### src/rtl/decode_exec_pipe.sv
// decode_exec_pipe: decode-to-execute pipeline register with valid/ready handshake, flush and optional skid buffer (DEPIPE_SKID_EN)
module decode_exec_pipe #(
  parameter int DATA_W     = 24,
  parameter int REG_ADDR_W = 4,
  parameter int ALU_CTRL_W = 2
) (
  input  logic                  clk,
  input  logic                  rst_n,
  input  logic                  inValid,
  output logic                  inReady,
  input  logic                  flush,
  input  logic [DATA_W-1:0]     rd1,
  input  logic [DATA_W-1:0]     rd2,
  input  logic [DATA_W-1:0]     extend,
  input  logic [REG_ADDR_W-1:0] ra3,
  input  logic [4:0]            ctrl,
  input  logic [ALU_CTRL_W-1:0] aluControl,
  output logic                  outValid,
  input  logic                  outReady,
  output logic [DATA_W-1:0]     SrcA,
  output logic [DATA_W-1:0]     SrcB,
  output logic [DATA_W-1:0]     ExtImm,
  output logic [REG_ADDR_W-1:0] WA3E,
  output logic [4:0]            ctrlE,
  output logic [ALU_CTRL_W-1:0] aluControlE
);
  localparam int DW = 3 * DATA_W + REG_ADDR_W + ALU_CTRL_W;
  logic [DW-1:0] in_d;
  logic [DW-1:0] m_d;
  logic [4:0]    m_c;
  logic          m_v;
  logic          in_xfer;
  assign in_d     = {rd1, rd2, extend, ra3, aluControl};
  assign {SrcA, SrcB, ExtImm, WA3E, aluControlE} = m_d;
  assign ctrlE    = m_c;
  assign outValid = m_v;
  assign in_xfer  = inValid & inReady;
`ifdef DEPIPE_SKID_EN
  logic [DW-1:0] s_d;
  logic [4:0]    s_c;
  logic          s_v;
  assign inReady = ~s_v;
  // main register refills from skid first, then from the input; skid catches an input while main is stalled
  always_ff @(posedge clk or negedge rst_n) begin
    if (!rst_n) begin
      m_v <= 1'b0;
      m_c <= '0;
      m_d <= '0;
      s_v <= 1'b0;
      s_c <= '0;
      s_d <= '0;
    end else if (flush) begin
      m_v <= 1'b0;
      m_c <= '0;
      s_v <= 1'b0;
      s_c <= '0;
    end else if (!m_v || outReady) begin
      if (s_v) begin
        m_v <= 1'b1;
        m_c <= s_c;
        m_d <= s_d;
        s_v <= 1'b0;
        s_c <= '0;
      end else if (in_xfer) begin
        m_v <= 1'b1;
        m_c <= ctrl;
        m_d <= in_d;
      end else begin
        m_v <= 1'b0;
        m_c <= '0;
      end
    end else if (in_xfer) begin
      s_v <= 1'b1;
      s_c <= ctrl;
      s_d <= in_d;
    end
  end
`else
  assign inReady = ~m_v | outReady;
  // single register: load on input transfer, empty on consume; ctrl cleared whenever the entry leaves
  always_ff @(posedge clk or negedge rst_n) begin
    if (!rst_n) begin
      m_v <= 1'b0;
      m_c <= '0;
      m_d <= '0;
    end else if (flush) begin
      m_v <= 1'b0;
      m_c <= '0;
    end else if (in_xfer) begin
      m_v <= 1'b1;
      m_c <= ctrl;
      m_d <= in_d;
    end else if (outReady) begin
      m_v <= 1'b0;
      m_c <= '0;
    end
  end
`endif
endmodule

### config.mk
export PLATFORM = sky130hd
export DESIGN_NAME = decode_exec_pipe
export DESIGN_NICKNAME = d
export VERILOG_FILES = /design/src/rtl/decode_exec_pipe.sv
export SDC_FILE = /design/constraint.sdc
export NUM_CORES = 1
export LEC_CHECK = 0
export ABC_AREA = 0
export BUFFER_PORTS_ARGS = -buffer_cell sky130_fd_sc_hd__buf_4
export CAP_MARGIN = 20
export CORE_ASPECT_RATIO = 1.4
export CORE_MARGIN = 3
export CORE_UTILIZATION = 35
export CTS_CLUSTER_SIZE = 30
export DETAILED_ROUTE_END_ITERATION = 8
export GPL_TIMING_DRIVEN = 0
export PLACE_DENSITY = 0.72
export SLEW_MARGIN = 20
export SYNTH_ARGS = -nofsm -noshare
export SYNTH_HDL_FRONTEND = slang
export SYNTH_SLANG_ARGS = --single-unit
### constraint.sdc
create_clock -name clk -period 2.06 [get_ports clk]
set_clock_uncertainty 0.05 [all_clocks]
set_input_delay 0.206 -clock clk [delete_from_list [all_inputs] [get_ports clk]]
set_output_delay 0.206 -clock clk [all_outputs]
set_load 0.02 [all_outputs]
==> results.sh, run 1 <==
export IMPL_rows=40
export IMPL_p_total_mw=5.27
export IMPL_synthMuxAreaShare_pct=27.6
export IMPL_ys_warn_count=0
export IMPL_synth_top_family_by_area="multiplexers"
export IMPL_maxCapViolations=0
export IMPL_timing_rr_start="outValid"
export IMPL_syn_num_nets=282
export IMPL_finalNetCount=466
export IMPL_portBuffers=172
export IMPL_worstSkewPairLatency_ns=0.33
export IMPL_synth_cell_type_count=15
export IMPL_grt_max_degree=85
export IMPL_synth_simple_area_share_pct=2.20
export IMPL_internal_power_mw=3.91
export IMPL_clockRootBuffer="clkbuf_16"
export IMPL_ant_nets=0
export IMPL_synth_largest_area_cell="dfrtp_1"
export IMPL_syn_avg_cell_area_um2=16.4
export IMPL_syn_instance_count=194
export IMPL_drv_slew=0
export IMPL_final_core_util_pct=57.3
export IMPL_cts_buffer_depth=2
export IMPL_firstDrtPassIters=3
export IMPL_power_switching_mw=1.36
export IMPL_die_area_mm2=0.0103
export IMPL_rrSetupSlack_ns=0.19
export IMPL_worst_pin_slew_ns=0.753
export IMPL_synthAdderAreaFrac_pct=0
export IMPL_track_usage_pct=14.1
export IMPL_grt_overflow=0
export IMPL_slew_headroom_pct=49.8
export IMPL_status="completed"
export IMPL_vias=2247
export IMPL_drcViolationCount=0
export IMPL_io_pins=173
export IMPL_synth_compound_area_share_pct=1.61
export IMPL_holdPathEnd="m_d[58]"
export IMPL_hold_ws_ns=0.0429
export IMPL_start_util_pct=36.6
export IMPL_antenna_found_initial=0
export IMPL_powerDensity_mw_per_mm2=1060
export IMPL_cts_max_level=3
export IMPL_pwr_share_comb_pct=24.2
export IMPL_grt_pass1_wl_um=11300
export IMPL_r2r_end="m_d[64]"
export IMPL_routabilityCongestion=0.674
export IMPL_cts_resized_gates=0
export IMPL_drive_gt1_share_pct=66.3
export IMPL_grt_pass1_vias=2349
export IMPL_clk_pin_slew_ns=0.06
export IMPL_core_area_mm2=0.00871
export IMPL_synthXorXnorAreaFrac_pct=0
export IMPL_via_per_inst=4.60
export IMPL_syn_area_mm2=0.00319
export IMPL_ys_ff_latch=84
export IMPL_die_x_um=86.6
export IMPL_synth_seq_area_share_pct=66.0
export IMPL_worstHoldStart="rd1[4]"
export IMPL_fin_crit_sh_pct=90.9
export IMPL_setup_tns_ns=0
export IMPL_yosysTopAreaCellShare_pct=66.0
export IMPL_dp_hpwl_um=5660
export IMPL_syn2layout_area_growth_pct=56.6
export IMPL_yosysMostFrequentCell="dfrtp_1"
export IMPL_start_kind="register"
export IMPL_synth_edf_count=0
export IMPL_hp_class="input pin to register"
export IMPL_critPathCaptureType="register"
export IMPL_dieHeight_um=119
export IMPL_synth_ff_type="dfrtp_1"
export IMPL_setup_slack_ns=0.188
export IMPL_period_minus_slack_ns=1.87
export IMPL_numCtsBuffers=9
export IMPL_p_clk_share_pct=36.9
export IMPL_finalSetupViolCount=0
export IMPL_cts_setup_buffers=0
export IMPL_hold_violations=0
export IMPL_async_flop_share_pct=100
export IMPL_drt_initial_drc_count=51
export IMPL_drt_wl_total_um=7350
export IMPL_required_ns=2.21
export IMPL_r2r_cells=5
export IMPL_dpl_worst_slack_ns=0.153
export IMPL_swShare_pct=25.8
export IMPL_crit_type="register to register"
export IMPL_rsz0062_at_grt="false"
export IMPL_critPathMaxFanout=10
export IMPL_synth_common_cells="dfrtp_1, mux2_2, mux2_1, inv_1"
export IMPL_clkSinkCount=84
export IMPL_leakagePower_nw=2.41
export IMPL_tritoncts="yes"
export IMPL_cp_arrival_ns=2.02
export IMPL_fmax_mhz=534
export IMPL_synth_area_leaders="dfrtp_1, mux2_2, mux2_1"
export IMPL_hold_depth=2
export IMPL_seq_power_share_pct=38.9
export IMPL_antenna_cells=0
export IMPL_ir_drop_v=0.000714
export IMPL_wl_per_cell_um=15.1
cells in the final DEF (no fill, tap or decap), drive strengths merged:
cell / count
nor3b: 1
mux2: 78
nor2: 2
nor2b: 1
inv: 7
dfrtp: 84
buf: 180
bufinv: 4
dlygate4sd3: 1
o32ai: 5
nand2b: 5
a21o: 1
nand2: 1
clkbuf: 13
worst max-delay path, stage by stage (launching register included):
cell     delay (ns)
dfrtp_1        0.39
nor2b_2        0.19
nor3b_4        0.34
buf_4          0.26
buf_6          0.17
mux2_1         0.34
stage by stage:
stage | instances | cell area (um^2)
finish | 488 | 4990
global route | 488 | 4990
CTS | 487 | 4980
detailed placement | 471 | 4610
global placement | 471 | 4610
floorplan | 194 | 3190
state kept, by name (all words and copies together), names as in the netlist:
| register | count |
|---|---|
| m_d | 78 |
| ctrlE | 5 |
| outValid | 1 |
per-layer routing:
metal / share of wire (%) / up-vias / wire (um) / global-route usage, %
met5: 0 / - / 0 / 0
met4: 1.5 / 0 / 107 / 5.36
met3: 9.7 / 9 / 712 / 6.30
met2: 53 / 102 / 3860 / 24.3
met1: 36 / 1087 / 2660 / 14.7
li1: - / 1049 / - / -
power groups by stage:
stage	Sequential [mW]	Clock, mW	Combinational (mW)
final	2.05	1.95	1.28
after global routing	2.09	2.08	1.35
after CTS	2.05	2.01	1.30
after detailed placement	2.08	0	1.30
after global placement	2.07	0	1.28
after floorplan	2.41	0	0.288
final cells by class:
class                   instances  area (um^2)
plain buffers                   9         58.8
clock buffers                  12          246
clock inverters                 4          120
fillers                       744         3720
inverters                       7         26.3
multi-input cells              94         1000
flip-flops and latches         84         2100
well taps                     105          131
repair buffers                173         1310
logic make-up (layout without fill, tap and decap cells):
| logic type | count (synthesis) | after routing |
|---|---|---|
| flip-flops | 84 | 84 |
| multiplexers | 78 | 78 |
| buffers and inverters | 16 | 205 |
| AND/OR/NAND/NOR | 10 | 10 |
| AO/OA/AOI/OAI | 6 | 6 |
worst max-delay path by stage:
stage | cells after the start | end | from
final | 5 | m_d[64] | outValid
after global routing | 5 | m_d[62] | outValid
after CTS | 5 | m_d[64] | outValid
after detailed placement | 5 | m_d[64] | outValid
after global placement | 5 | m_d[64] | outValid
after floorplan | 5 | m_d[47] | outValid
repair_timing:
action	CTS	global route
endpoints found under the setup margin	0	0
hold buffers	0	1
hold endpoints to repair	0	84
No activity file was read; power rests on OpenSTA's default activity.
==> run 2, diff against run 1 <==
--- a/config.mk
+++ b/config.mk
@@ -10,11 +10,11 @@
 export CAP_MARGIN = 20
 export CORE_ASPECT_RATIO = 1.4
 export CORE_MARGIN = 3
-export CORE_UTILIZATION = 35
+export CORE_UTILIZATION = 44
 export CTS_CLUSTER_SIZE = 30
 export DETAILED_ROUTE_END_ITERATION = 8
 export GPL_TIMING_DRIVEN = 0
-export PLACE_DENSITY = 0.72
+export PLACE_DENSITY = 0.86
 export SLEW_MARGIN = 20
 export SYNTH_ARGS = -nofsm -noshare
 export SYNTH_HDL_FRONTEND = slang
==> run 2 against run 1 <==
Against the previous run: global-route usage increased by 3.4 points; hold slack lost 0.012 ns; non-clock buffer count did not move; die area down 19%; critical endpoint is now m_d[66]; largest cell class unchanged.
==> results.sh, run 2 (synthesis results as in run 1) <==
export IMPL_status="completed"
export IMPL_rsz0062_at_grt="false"
export IMPL_cp_arrival_ns=1.99
export IMPL_drv_slew=0
export IMPL_die_area_mm2=0.00831
export IMPL_path_buf_inv=2
export IMPL_rows=36
export IMPL_cts_buffer_depth=2
export IMPL_max_stage_delay_ns=0.39
export IMPL_grt_max_degree=85
export IMPL_slew_headroom_pct=51.4
export IMPL_ant_nets=0
export IMPL_clk_pin_slew_ns=0.07
export IMPL_dieHeight_um=107
export IMPL_rrSetupSlack_ns=0.24
export IMPL_start_kind="register"
export IMPL_cts_max_level=3
export IMPL_regMostFlops="m_d"
export IMPL_wl_per_cell_um=15.3
export IMPL_die_x_um=77.9
export IMPL_antenna_found_initial=0
export IMPL_syn2layout_area_growth_pct=50.4
export IMPL_holdPathEnd="m_d[50]"
export IMPL_start_util_pct=45.6
export IMPL_dpl_worst_slack_ns=0.201
export IMPL_core_area_mm2=0.00698
export IMPL_crit_slowest_cell="dfrtp_1"
export IMPL_firstDrtPassIters=4
export IMPL_grt_overflow=0
export IMPL_crit_type="register to register"
export IMPL_drt_wl_total_um=7320
export IMPL_routabilityCongestion=0.681
export IMPL_numCtsBuffers=9
export IMPL_drcViolationCount=0
export IMPL_hp_class="input pin to register"
export IMPL_clkSinkCount=84
export IMPL_powerDensity_mw_per_mm2=918
export IMPL_r2r_cells=5
export IMPL_r2r_end="m_d[66]"
export IMPL_hold_violations=0
export IMPL_grt_pass1_vias=2357
export IMPL_drt_initial_drc_count=57
export IMPL_fmax_mhz=548
export IMPL_fin_crit_sh_pct=88.5
export IMPL_critPathMaxFanout=10
export IMPL_clockRootBuffer="clkbuf_8"
export IMPL_timing_rr_start="outValid"
export IMPL_finalNetCount=466
export IMPL_crit_chain="nor2b_2 > nor3b_4 > buf_4 > buf_6 > mux2_1"
export IMPL_setup_slack_ns=0.236
export IMPL_critPathCaptureType="register"
export IMPL_via_per_inst=4.72
export IMPL_worstSkewPairLatency_ns=0.33
export IMPL_grt_pass1_wl_um=11300
export IMPL_instances_no_fill=478
export IMPL_ir_drop_v=0.000521
export IMPL_worstHoldStart="rd2[20]"
export IMPL_dp_hpwl_um=5670
export IMPL_hold_depth=2
export IMPL_fill_cells=517
export IMPL_mostFrequentLayoutCell="buf_4"
export IMPL_period_minus_slack_ns=1.82
export IMPL_required_ns=2.23
export IMPL_io_pins=173
export IMPL_critPathTopFamily="simple AND/OR/NAND/NOR gates"
export IMPL_portBuffers=172
export IMPL_largest_register_ffs=78
export IMPL_placed_cells=461
export IMPL_finalSetupViolCount=0
export IMPL_leakagePower_nw=2.33
export IMPL_vias=2257
export IMPL_tritoncts="yes"
export IMPL_setup_tns_ns=0
export IMPL_worst_pin_slew_ns=0.729
export IMPL_track_usage_pct=17.4
export IMPL_layout_common_cells="buf_4, dfrtp_1, mux2_2"
export IMPL_maxCapViolations=0
export IMPL_cts_resized_gates=0
export IMPL_drive_gt1_share_pct=66.1
export IMPL_cts_setup_buffers=0
export IMPL_antenna_cells=0
## run 2: changes by cell type in the layout (fill, tap and decap cells not counted)
cell	delta
clkbuf_1	+1
clkinv_2	+1
clkbuf_8	+11
bufinv_16	-4
clkbuf_16	-9
## run 2: worst max path at each step
stage | endpoint | from | slack [ns] | cells past startpoint
global route | m_d[55] | outValid | 0.10 | 5
detailed placement | m_d[52] | outValid | 0.20 | 5
finish | m_d[66] | outValid | 0.24 | 5
floorplan | m_d[47] | outValid | 0.36 | 5
CTS | m_d[66] | outValid | 0.19 | 5
global placement | m_d[52] | outValid | 0.22 | 5
## run 2: power by group
part / switching (mW) / internal, mW
sequential: 0.138 / 1.92
combinational: 0.625 / 0.651
clock: 0.529 / 0.538
total: 1.29 / 3.11
## run 2: cell type report
class	count	area, um^2	area share, %
timing repair buffer	173	1310	27.2
clock buffer	15	176	3.68
inverter	7	26.3	0.548
tap	95	119	2.48
clock inverter	1	5.00	0.104
multi-input combinational	94	1000	20.9
buffer	9	58.8	1.23
sequential	84	2100	43.9
## run 2: per-layer routing
metal / GRT usage (%) / routed length (um) / up-vias
met4: 9.25 / 220 / 0
met2: 30.3 / 3810 / 116
met1: 19.4 / 2710 / 1085
met3: 4.62 / 581 / 19
li1: - / - / 1037
met5: 0 / 0 / -
## run 2: metrics by stage
| step | hold slack (ns) | power, mW | utilization, % | cell area, um^2 |
|---|---|---|---|---|
| floorplan | -0.140 | 2.70 | - | 3190 |
| global placement | 0.374 | 3.34 | 65.8 | 4600 |
| detailed placement | 0.378 | 3.38 | 65.8 | 4600 |
| CTS | 0.0149 | 4.45 | 68.4 | 4780 |
| global route | 0.0244 | 4.61 | 68.6 | 4790 |
| finish | 0.0309 | 4.40 | 68.6 | 4790 |
## run 2: worst reg2reg max path: stages (launching register included)
cell and delay, ns:
dfrtp_1 0.39, nor2b_2 0.19, nor3b_4 0.31, buf_4 0.26, buf_6 0.17, mux2_1 0.34
## run 2: repair_timing
item,in CTS,in global routing
endpoints found under the hold margin,0,84
endpoints found under the setup margin,0,0
hold buffers,0,1
